### config.mk
export PLATFORM = sky130hd
export DESIGN_NAME = riscv_mul
export DESIGN_NICKNAME = d
export VERILOG_FILES = /design/src/rtl/riscv_mul.sv
export SDC_FILE = /design/constraint.sdc
export NUM_CORES = 1
export LEC_CHECK = 0
export ABC_CLOCK_PERIOD_IN_PS = 4000
export CAP_MARGIN = 20
export CORE_MARGIN = 8
export CORE_UTILIZATION = 59
export CTS_CLUSTER_SIZE = 8
export DETAILED_ROUTE_END_ITERATION = 16
export GPL_ROUTABILITY_DRIVEN = 0
export PLACE_DENSITY = 0.81
export SKIP_LAST_GASP = 1
export SLEW_MARGIN = 20
export SYNTH_ARGS = -nofsm -noshare
export SYNTH_HDL_FRONTEND = slang
export SYNTH_SLANG_ARGS = --single-unit
### constraint.sdc
create_clock -name clk -period 4 [get_ports clk]
set_input_delay 0.8 -clock clk [delete_from_list [all_inputs] [get_ports clk]]
set_output_delay 0.8 -clock clk [all_outputs]
set_load 0.05 [all_outputs]
### src/rtl/riscv_mul.sv
// Iterative radix-2 shift-add multiplier for the RV32M multiply group.
// One result every 35 cycles; the pipeline is held frozen while it works.
module riscv_mul (
  input  logic        clk,
  input  logic        rst,
  input  logic        mul_en,
  input  logic [1:0]  funct,
  input  logic [31:0] a,
  input  logic [31:0] b,
  output logic [31:0] result,
  output logic        done,
  output logic        freeze_pipe
);

  typedef enum logic [4:0] {
    StIdle = 5'b00001,
    StPrep = 5'b00010,
    StMul  = 5'b00100,
    StSign = 5'b01000,
    StDone = 5'b10000
  } state_e;

  state_e      state_q, state_d;
  logic [31:0] a_q, b_q;
  logic [1:0]  funct_q;
  logic [63:0] acc_q;
  logic [5:0]  cnt_q;
  logic        neg_q;
  logic [31:0] result_q;

  logic        sign_a, sign_b;
  logic [31:0] mag_a, mag_b;
  logic [32:0] sum33;
  logic [63:0] prod_fin;

  // a is signed for every op except MULHU; b only for MUL and MULH.
  assign sign_a   = a_q[31] & (funct_q != 2'b11);
  assign sign_b   = b_q[31] & ~funct_q[1];
  assign mag_a    = sign_a ? (~a_q + 32'd1) : a_q;
  assign mag_b    = sign_b ? (~b_q + 32'd1) : b_q;
  assign sum33    = {1'b0, acc_q[63:32]} + (acc_q[0] ? {1'b0, a_q} : 33'd0);
  assign prod_fin = neg_q ? (~acc_q + 64'd1) : acc_q;

  always_comb begin
    state_d = state_q;
    case (state_q)
      StIdle: if (mul_en) state_d = StPrep;
      StPrep: state_d = StMul;
      StMul:  if (cnt_q == 6'd1) state_d = StSign;
      StSign: state_d = StDone;
      StDone: state_d = StIdle;
      default: state_d = StIdle;
    endcase
  end

  always_ff @(posedge clk) begin
    if (rst) begin
      state_q <= StIdle;
    end else begin
      state_q <= state_d;
    end
  end

  always_ff @(posedge clk) begin
    if (rst) begin
      a_q      <= '0;
      b_q      <= '0;
      funct_q  <= '0;
      acc_q    <= '0;
      cnt_q    <= '0;
      neg_q    <= 1'b0;
      result_q <= '0;
    end else begin
      case (state_q)
        StIdle: begin
          if (mul_en) begin
            a_q     <= a;
            b_q     <= b;
            funct_q <= funct;
            acc_q   <= '0;
          end
        end
        StPrep: begin
          a_q   <= mag_a;
          acc_q <= {32'd0, mag_b};
          cnt_q <= 6'd32;
          neg_q <= sign_a ^ sign_b;
        end
        StMul: begin
          acc_q <= {sum33, acc_q[31:1]};
          cnt_q <= cnt_q - 6'd1;
        end
        StSign: begin
          // Result is latched here so it is already valid during DONE.
          acc_q    <= prod_fin;
          result_q <= (funct_q == 2'b00) ? prod_fin[31:0] : prod_fin[63:32];
        end
        default: ;
      endcase
    end
  end

  assign result      = result_q;
  assign done        = (state_q == StDone);
  assign freeze_pipe = ~rst & (((state_q == StIdle) & mul_en) | (state_q == StPrep) |
                               (state_q == StMul) | (state_q == StSign));

endmodule

==> Flow_metrics.wiki, run 1 <==
{| class="wikitable"
! Metric !! Value
|-
| Static leakage power || 5.30 nW
|-
| Most repeated cell in the gate-level netlist after synthesis || sky130_fd_sc_hd__nand2_1
|-
| MaxCap Viol Count || 0
|-
| Buffer depth of the longest clock path || 2
|-
| Fill cell count || 1,692
|-
| Number of failing hold endpoints at the final stage || 0
|-
| Setup-violating endpoint count in the final report || 0
|-
| First-pass detailed-route iteration total || 9
|-
| Largest net degree at the start of global routing || 76
|-
| Power, Total || 4.23 mW
|-
| Class of the most critical setup path || flip-flop to flip-flop
|-
| Post-synth net total || 1,764
|-
| Clock latency of the later-clocked register in the worst-skew pair || 0.45 ns
|-
| Worst Tran Pin Value || 0.920 ns
|-
| # H-tree levels || 4
|-
| Starting density of the core || 60.1%
|-
| Layout cells sized above 1 || 6.09%
|-
| Worst path cell trace || inv_1 -> nor2_1 -> ha_1 -> fa_1 -> a21oi_1 -> a2bb2oi_1 -> o211ai_1 -> a2111oi_0 -> buf_4 -> o31ai_1 -> a221oi_1 -> o21ai_0 -> a31o_2
|-
| Arrival @ worst endpoint || 3.89 ns
|-
| Internal power component || 2.89 mW
|-
| Half-perimeter wire length of the detailed placement result || 29,200 µm
|-
| Combinational power share || 16.0%
|-
| Count of routing violations after the opening detailed-route iteration || 1,765
|-
| Remaining global-route overflow || 0
|-
| Total routing resource utilization after global routing || 30.3%
|-
| First-pass GRT wire length || 64,000 µm
|-
| Routed wire length || 40,300 µm
|-
| DIE HEIGHT || 160 µm
|-
| Core region area || 20,300 µm²
|-
| Clock slew seen by the registers of the worst setup and hold paths || 0.08 ns
|-
| Max-slew violation count || 0
|-
| Result of the run || finished clean
|-
| Post-Synthesis Mean Instance Area || 7.37 µm²
|-
| Floorplan die width || 160 µm
|-
| Total number of placement rows || 52
|-
| Total negative slack || 0 ns
|-
| Maximum clock frequency || 0.281 GHz
|-
| Portion of the post-synthesis area used by sequential elements || 28.5%
|-
| Switching Power || 1.33 mW
|-
| Switching share of total power || 31.5%
|-
| Worst Hold Class || flip-flop to flip-flop
|-
| GR met2 Demand/Resource || 44.5%
|-
| Relative area change from synthesis to final layout || 13.9%
|-
| Clock tree from TritonCTS || done
|-
| Number of synthesized register bits || 174
|-
| TritonCTS Buffers || 17
|-
| Commonest cells post-synth || sky130_fd_sc_hd__nand2_1, sky130_fd_sc_hd__a21oi_1, sky130_fd_sc_hd__dfxtp_1, sky130_fd_sc_hd__nor2_1, sky130_fd_sc_hd__o21ai_0
|-
| Netlist cell types || 82
|-
| Clk root buf || sky130_fd_sc_hd__clkbuf_16
|-
| Worst path required time || 4.33 ns
|-
| Critical path endpoint category || flip-flop
|-
| Number of synthesis warnings || 0
|-
| Worst setup slack after placement || 0.509 ns
|-
| Ratio of final minimum period to clock period || 89.1%
|-
| Total standard cell area after synthesis || 12,200 µm²
|-
| Total number of vias || 13,100
|-
| WL per Instance || 20.6 µm
|-
| Top flip-flop cell by instance count after synthesis || sky130_fd_sc_hd__dfxtp_1
|-
| Antenna cell count || 0
|-
| Fin cells || 1,961
|-
| Overall die area || 25,500 µm²
|-
| Seq pwr share || 44.2%
|-
| Worst ir drop on vdd || 0.267 mV
|-
| Largest delay contributor family on the critical path || compound AO/OA/AOI/OAI gates
|-
| Leading area contributor after synthesis || sky130_fd_sc_hd__dfxtp_1
|-
| Async SR Flop Fraction || 0%
|-
| Vias per cell || 6.69
|-
| Slew HR || 38.6%
|-
| Number of instances in the placed design || 1,929
|-
| Critical-path cell with the highest stage delay || sky130_fd_sc_hd__fa_1
|-
| Power density normalized to cell area || 304 nW/µm²
|-
| Highest net fanout along the worst path || 5
|-
| Fin worst setup slack || 0.436 ns
|-
| Post-synth EDFFs || 0
|-
| I/O Buffers || 102
|-
| Setup repair after global routing missed its margin || no
|-
| Proportion of netlist area held by the largest area contributor || 28.5%
|-
| Post-route ant nets || 0
|-
| Number of sinks handled by clock tree synthesis || 174
|-
| Worst clock skew || 0.0143 ns
|-
| Kind of start point of the critical path || flip-flop
|-
| Number of global-route vias before repair || 11,900
|-
| Fin area || 13,900 µm²
|-
| Clk pwr share || 39.9%
|-
| CTS resizes || 0
|-
| Io pins || 103
|-
| Cells taking the most area after synthesis || sky130_fd_sc_hd__dfxtp_1, sky130_fd_sc_hd__a21oi_1, sky130_fd_sc_hd__nand2_1, sky130_fd_sc_hd__xnor2_1, sky130_fd_sc_hd__o21ai_0
|-
| Grt peak-use layer || met2
|-
| GR Util met3 || 6.89%
|-
| Placement Cell Area || 13,300 µm²
|-
| Initial antenna violation count || 0
|-
| Post-cts hold buffer count || 0
|-
| Number of cells produced by synthesis || 1,657
|-
| Global routing met1 resource utilization || 41.8%
|-
| Largest incremental delay on the critical path || 0.46 ns
|-
| Count of buffer and inverter cells on the critical path || 2
|-
| Net count, final || 1,785
|-
| Post-CTS setup buffer count || 0
|-
| Count of unresolved DRC violations after routing || 0
|-
| Post-layout min period || 3.56 ns
|-
| Register-to-Register Setup Slack || 0.44 ns
|}
==> routing by layer <==
metal	share of wire (%)	vias to the layer above
li1	-	6113
met1	42	6034
met2	42	849
met3	12	124
met4	4.1	0
met5	0	-
==> power by group through the flow <==
stage | Sequential (mW) | Combinational (mW) | Clock, mW
after global routing | 1.88 | 0.734 | 1.75
after global placement | 1.90 | 0.639 | 0
after floorplan | 1.87 | 0.464 | 0
after CTS | 1.86 | 0.659 | 1.68
final | 1.87 | 0.674 | 1.68
after detailed placement | 1.90 | 0.654 | 0
==> area by class of cell <==
cell class              count  area [µm²]  share of cell area [%]
clock inverters            14         139                   0.999
flip-flops and latches    174        3480                    25.1
clock buffers              18         439                    3.16
repair buffers            126        1230                    8.87
inverters                  30         113                   0.810
multi-input cells        1329        8160                    58.7
well taps                 270         338                    2.43
==> per-stage QoR <==
step	hold slack [ns]	utilization (%)
floorplan	0.455	-
global placement	0.432	65.7
detailed placement	0.441	65.7
CTS	0.453	68.5
global route	0.478	68.5
finish	0.449	68.5
==> cell families after synthesis <==
| family | after synthesis | share of synthesized area, % |
|---|---|---|
| xor+xnor | 111 | 7.96 |
| compound gates | 528 | 27.9 |
| flops | 174 | 28.5 |
| fa+ha+maj | 38 | 3.96 |
| buf+inv | 154 | 4.90 |
| mux | 11 | 0.902 |
| simple gates | 641 | 25.9 |
==> state kept, by name (all words and copies together) (netlist names) <==
register	count
acc_q	64
cnt_q	6
a_q	32
neg_q	1
b_q	32
funct_q	2
state_q	5
result	32
==> path summary, 6_finish.rpt <==
check / to / depth (start not counted) / start
worst min register to register: result[11]$_SDFFE_PP0P_ / 2 / result[11]$_SDFFE_PP0P_
worst max register to register: acc_q[63]$_SDFFE_PP0P_ / 13 / acc_q[0]$_SDFFE_PP0P_
worst max-delay path: acc_q[63]$_SDFFE_PP0P_ / 13 / acc_q[0]$_SDFFE_PP0P_
worst min-delay path: result[11]$_SDFFE_PP0P_ / 2 / result[11]$_SDFFE_PP0P_
==> cells in the final DEF, fill, tap and decap left out, drive strengths merged, types with 26 or more instances in the layout <==
master	count
nor4	31
dfxtp	174
xor2	50
buf	26
ha	37
inv	38
o31ai	30
nor2	140
a21oi	178
or3	28
and2	34
xnor2	61
nand2	229
clkdlybuf4s50	100
o21ai	110
nor3	51
nand3	38
==> worst min-delay path: stages (launching register included) <==
cell and delay [ns]:
sky130_fd_sc_hd__dfxtp_1 0.31, sky130_fd_sc_hd__nand2_1 0.05, sky130_fd_sc_hd__nand2_1 0.04
No activity file was read; power rests on OpenSTA's default activity.
==> run 2: changes to the inputs <==
--- a/config.mk
+++ b/config.mk
@@ -12,6 +12,7 @@
 export CTS_CLUSTER_SIZE = 8
 export DETAILED_ROUTE_END_ITERATION = 16
 export GPL_ROUTABILITY_DRIVEN = 0
+export MAX_ROUTING_LAYER = met4
 export PLACE_DENSITY = 0.81
 export SKIP_LAST_GASP = 1
 export SLEW_MARGIN = 20
==> run 2 against run 1 <==
Against the previous run:
- die area unchanged
- register-to-register slack got worse by 0.02 ns
- sequential share of layout area is the same
- core utilization unchanged
- maximum frequency decreased by 0.54%
- cell area is the same
- clock power barely moved
==> Flow_metrics.wiki, run 2 (synthesized netlist as in run 1, its figures left out) <==
{| class="wikitable"
! Metric !! Value
|-
| Arrival @ worst endpoint || 3.92 ns (+0.03 ns)
|-
| First-pass detailed-route iteration total || 6 (-3)
|-
| Leading cell type in the layout, fill and taps excluded || sky130_fd_sc_hd__nand2_1
|-
| Fin worst setup slack || 0.417 ns (-0.0195 ns)
|-
| Critical path endpoint category || flip-flop
|-
| Combinational power share || 16.0% (about the same)
|-
| First-pass GRT wire length || 64,000 µm (about the same)
|-
| Final Hold Slack || 0.447 ns (-0.00131 ns)
|-
| Result of the run || finished clean
|-
| Most used cells in the layout excluding fill and tap cells || sky130_fd_sc_hd__nand2_1, sky130_fd_sc_hd__a21oi_1, sky130_fd_sc_hd__dfxtp_1
|-
| # H-tree levels || 4 (unchanged)
|-
| Count of routing violations after the opening detailed-route iteration || 1,878 (+6.4%)
|-
| Maximum clock frequency || 0.279 GHz (-0.54%)
|-
| Seq pwr share || 44.1% (about the same)
|-
| Worst clock skew || 0.0136 ns (-0.000735 ns)
|-
| Seq. cell area || 3480 µm² (unchanged)
|-
| Total number of vias || 13,100 (+0.13%)
|-
| Register with the most flip-flops || acc_q
|-
| Total number of placement rows || 52 (unchanged)
|-
| Buffer depth of the longest clock path || 2 (unchanged)
|-
| Total negative slack || 0 ns (unchanged)
|-
| Placement Cell Area || 13,300 µm² (unchanged)
|-
| Fin area || 13,900 µm² (unchanged)
|-
| Switching share of total power || 31.6% (+0.10 points)
|-
| Clock slew seen by the registers of the worst setup and hold paths || 0.08 ns (about the same)
|-
| Net count, final || 1,785 (unchanged)
|-
| Switching Power || 1.34 mW (+0.47%)
|-
| Clk root buf || sky130_fd_sc_hd__clkbuf_16
|-
| MaxCap Viol Count || 0 (unchanged)
|-
| I/O Buffers || 102 (unchanged)
|-
| Highest net fanout along the worst path || 5 (unchanged)
|-
| Routed wire length || 40,400 µm (+0.28%)
|-
| Largest net degree at the start of global routing || 76 (unchanged)
|-
| Power density normalized to cell area || 304 nW/µm² (+0.14%)
|-
| WL per Instance || 20.6 µm (+0.28%)
|-
| Core region area || 20,300 µm² (unchanged)
|-
| Max-slew violation count || 0 (unchanged)
|-
| Number of global-route vias before repair || 11,900 (+0.025%)
|-
| Layout cells sized above 1 || 6.09% (unchanged)
|-
| Fill cell count || 1,692 (unchanged)
|-
| Clock tree from TritonCTS || done
|-
| Final Util || 68.5% (unchanged)
|-
| Vias per cell || 6.70 (+0.13%)
|-
| Starting density of the core || 60.1% (unchanged)
|-
| Kind of start point of the critical path || flip-flop
|-
| Total routing resource utilization after global routing || 31.1% (+0.84 points)
|-
| Floorplan die width || 160 µm (unchanged)
|-
| Worst Tran Pin Value || 0.906 ns (-0.0138 ns)
|-
| Clock latency of the later-clocked register in the worst-skew pair || 0.45 ns (about the same)
|-
| Initial antenna violation count || 0 (unchanged)
|-
| DIE HEIGHT || 160 µm (unchanged)
|-
| Post-route ant nets || 0 (unchanged)
|-
| Setup-violating endpoint count in the final report || 0 (unchanged)
|-
| Post-layout min period || 3.58 ns (+0.0195 ns)
|-
| Count of unresolved DRC violations after routing || 0 (unchanged)
|-
| Remaining global-route overflow || 0 (unchanged)
|-
| Relative area change from synthesis to final layout || 13.9% (unchanged)
|-
| Flip-flop count of the largest register after layout || 64 (unchanged)
|-
| Setup repair after global routing missed its margin || no
|-
| Internal power component || 2.89 mW (about the same)
|-
| Static leakage power || 5.30 nW (unchanged)
|-
| CTS resizes || 0 (unchanged)
|-
| Half-perimeter wire length of the detailed placement result || 29,200 µm (unchanged)
|-
| Class of the most critical setup path || flip-flop to flip-flop
|-
| Worst ir drop on vdd || 0.270 mV (+1.3%)
|-
| Area of the multi-input gates || 8160 µm² (unchanged)
|-
| Number of failing hold endpoints at the final stage || 0 (unchanged)
|-
| TritonCTS Buffers || 17 (unchanged)
|-
| Worst Hold Class || flip-flop to flip-flop
|-
| Antenna cell count || 0 (unchanged)
|-
| Worst setup slack after placement || 0.509 ns (unchanged)
|-
| Io pins || 103 (unchanged)
|-
| Overall die area || 25,500 µm² (unchanged)
|-
| Number of sinks handled by clock tree synthesis || 174 (unchanged)
|-
| Ratio of final minimum period to clock period || 89.6% (+0.49 points)
|-
| Post-CTS setup buffer count || 0 (unchanged)
|-
| Clk pwr share || 39.9% (about the same)
|-
| Slew HR || 39.5% (+0.92 points)
|-
| Worst path required time || 4.34 ns (about the same)
|-
| Post-cts hold buffer count || 0 (unchanged)
|}
## run 2: cell counts in the layout (fill, tap and decap cells not counted)
Identical to the previous run, type by type.
## run 2: cell type report
class	instances	share of cell area (%)
Multi-Input combinational cell	1329	58.7
Inverter	30	0.810
Clock buffer	18	3.16
Tap cell	270	2.43
Sequential cell	174	25.1
Timing Repair Buffer	126	8.87
Clock inverter	14	0.999
## run 2: worst paths after layout
kind / startpoint / endpoint / slack, ns / depth (start not counted)
worst max-delay path: acc_q[0]$_SDFFE_PP0P_ / acc_q[63]$_SDFFE_PP0P_ / 0.42 / 13
worst min-delay path: result[11]$_SDFFE_PP0P_ / result[11]$_SDFFE_PP0P_ / 0.45 / 2
worst max register to register: acc_q[0]$_SDFFE_PP0P_ / acc_q[63]$_SDFFE_PP0P_ / 0.42 / 13
worst min register to register: result[11]$_SDFFE_PP0P_ / result[11]$_SDFFE_PP0P_ / 0.45 / 2
## run 2: critical path, stage by stage (launching register included)
cell	delay, ns
sky130_fd_sc_hd__dfxtp_1	0.37
sky130_fd_sc_hd__inv_1	0.11
sky130_fd_sc_hd__nor2_1	0.06
sky130_fd_sc_hd__ha_1	0.20
sky130_fd_sc_hd__fa_1	0.47
sky130_fd_sc_hd__a21oi_1	0.22
sky130_fd_sc_hd__a2bb2oi_1	0.31
sky130_fd_sc_hd__o211ai_1	0.19
sky130_fd_sc_hd__a2111oi_0	0.41
sky130_fd_sc_hd__buf_4	0.21
sky130_fd_sc_hd__o31ai_1	0.11
sky130_fd_sc_hd__a221oi_1	0.37
sky130_fd_sc_hd__o21ai_0	0.17
sky130_fd_sc_hd__a31o_2	0.26
## run 2: metal layers
layer / routed length [µm] / vias to the layer above / track usage (%)
li1: - / 6103 / -
met1: 17200 / 6101 / 42.2
met2: 17100 / 802 / 44.6
met3: 4450 / 131 / 6.32
met4: 1590 / 0 / 12.4
met5: 0 / - / -
## run 2: power by group through the flow
stage / Combinational, mW / Clock [mW] / Sequential (mW)
5_1_grt: 0.734 / 1.75 / 1.88
3_3_place_gp: 0.639 / 0 / 1.90
4_1_cts: 0.659 / 1.68 / 1.86
3_5_place_dp: 0.654 / 0 / 1.90
2_1_floorplan: 0.464 / 0 / 1.87
6_report: 0.675 / 1.69 / 1.87
## run 2: metrics by stage
stage                     power, mW  std cells
final                          4.23       1961
after global routing           4.36       1961
after CTS                      4.20       1961
after detailed placement       2.56       1929
after global placement         2.54       1929
after floorplan                2.33       1657
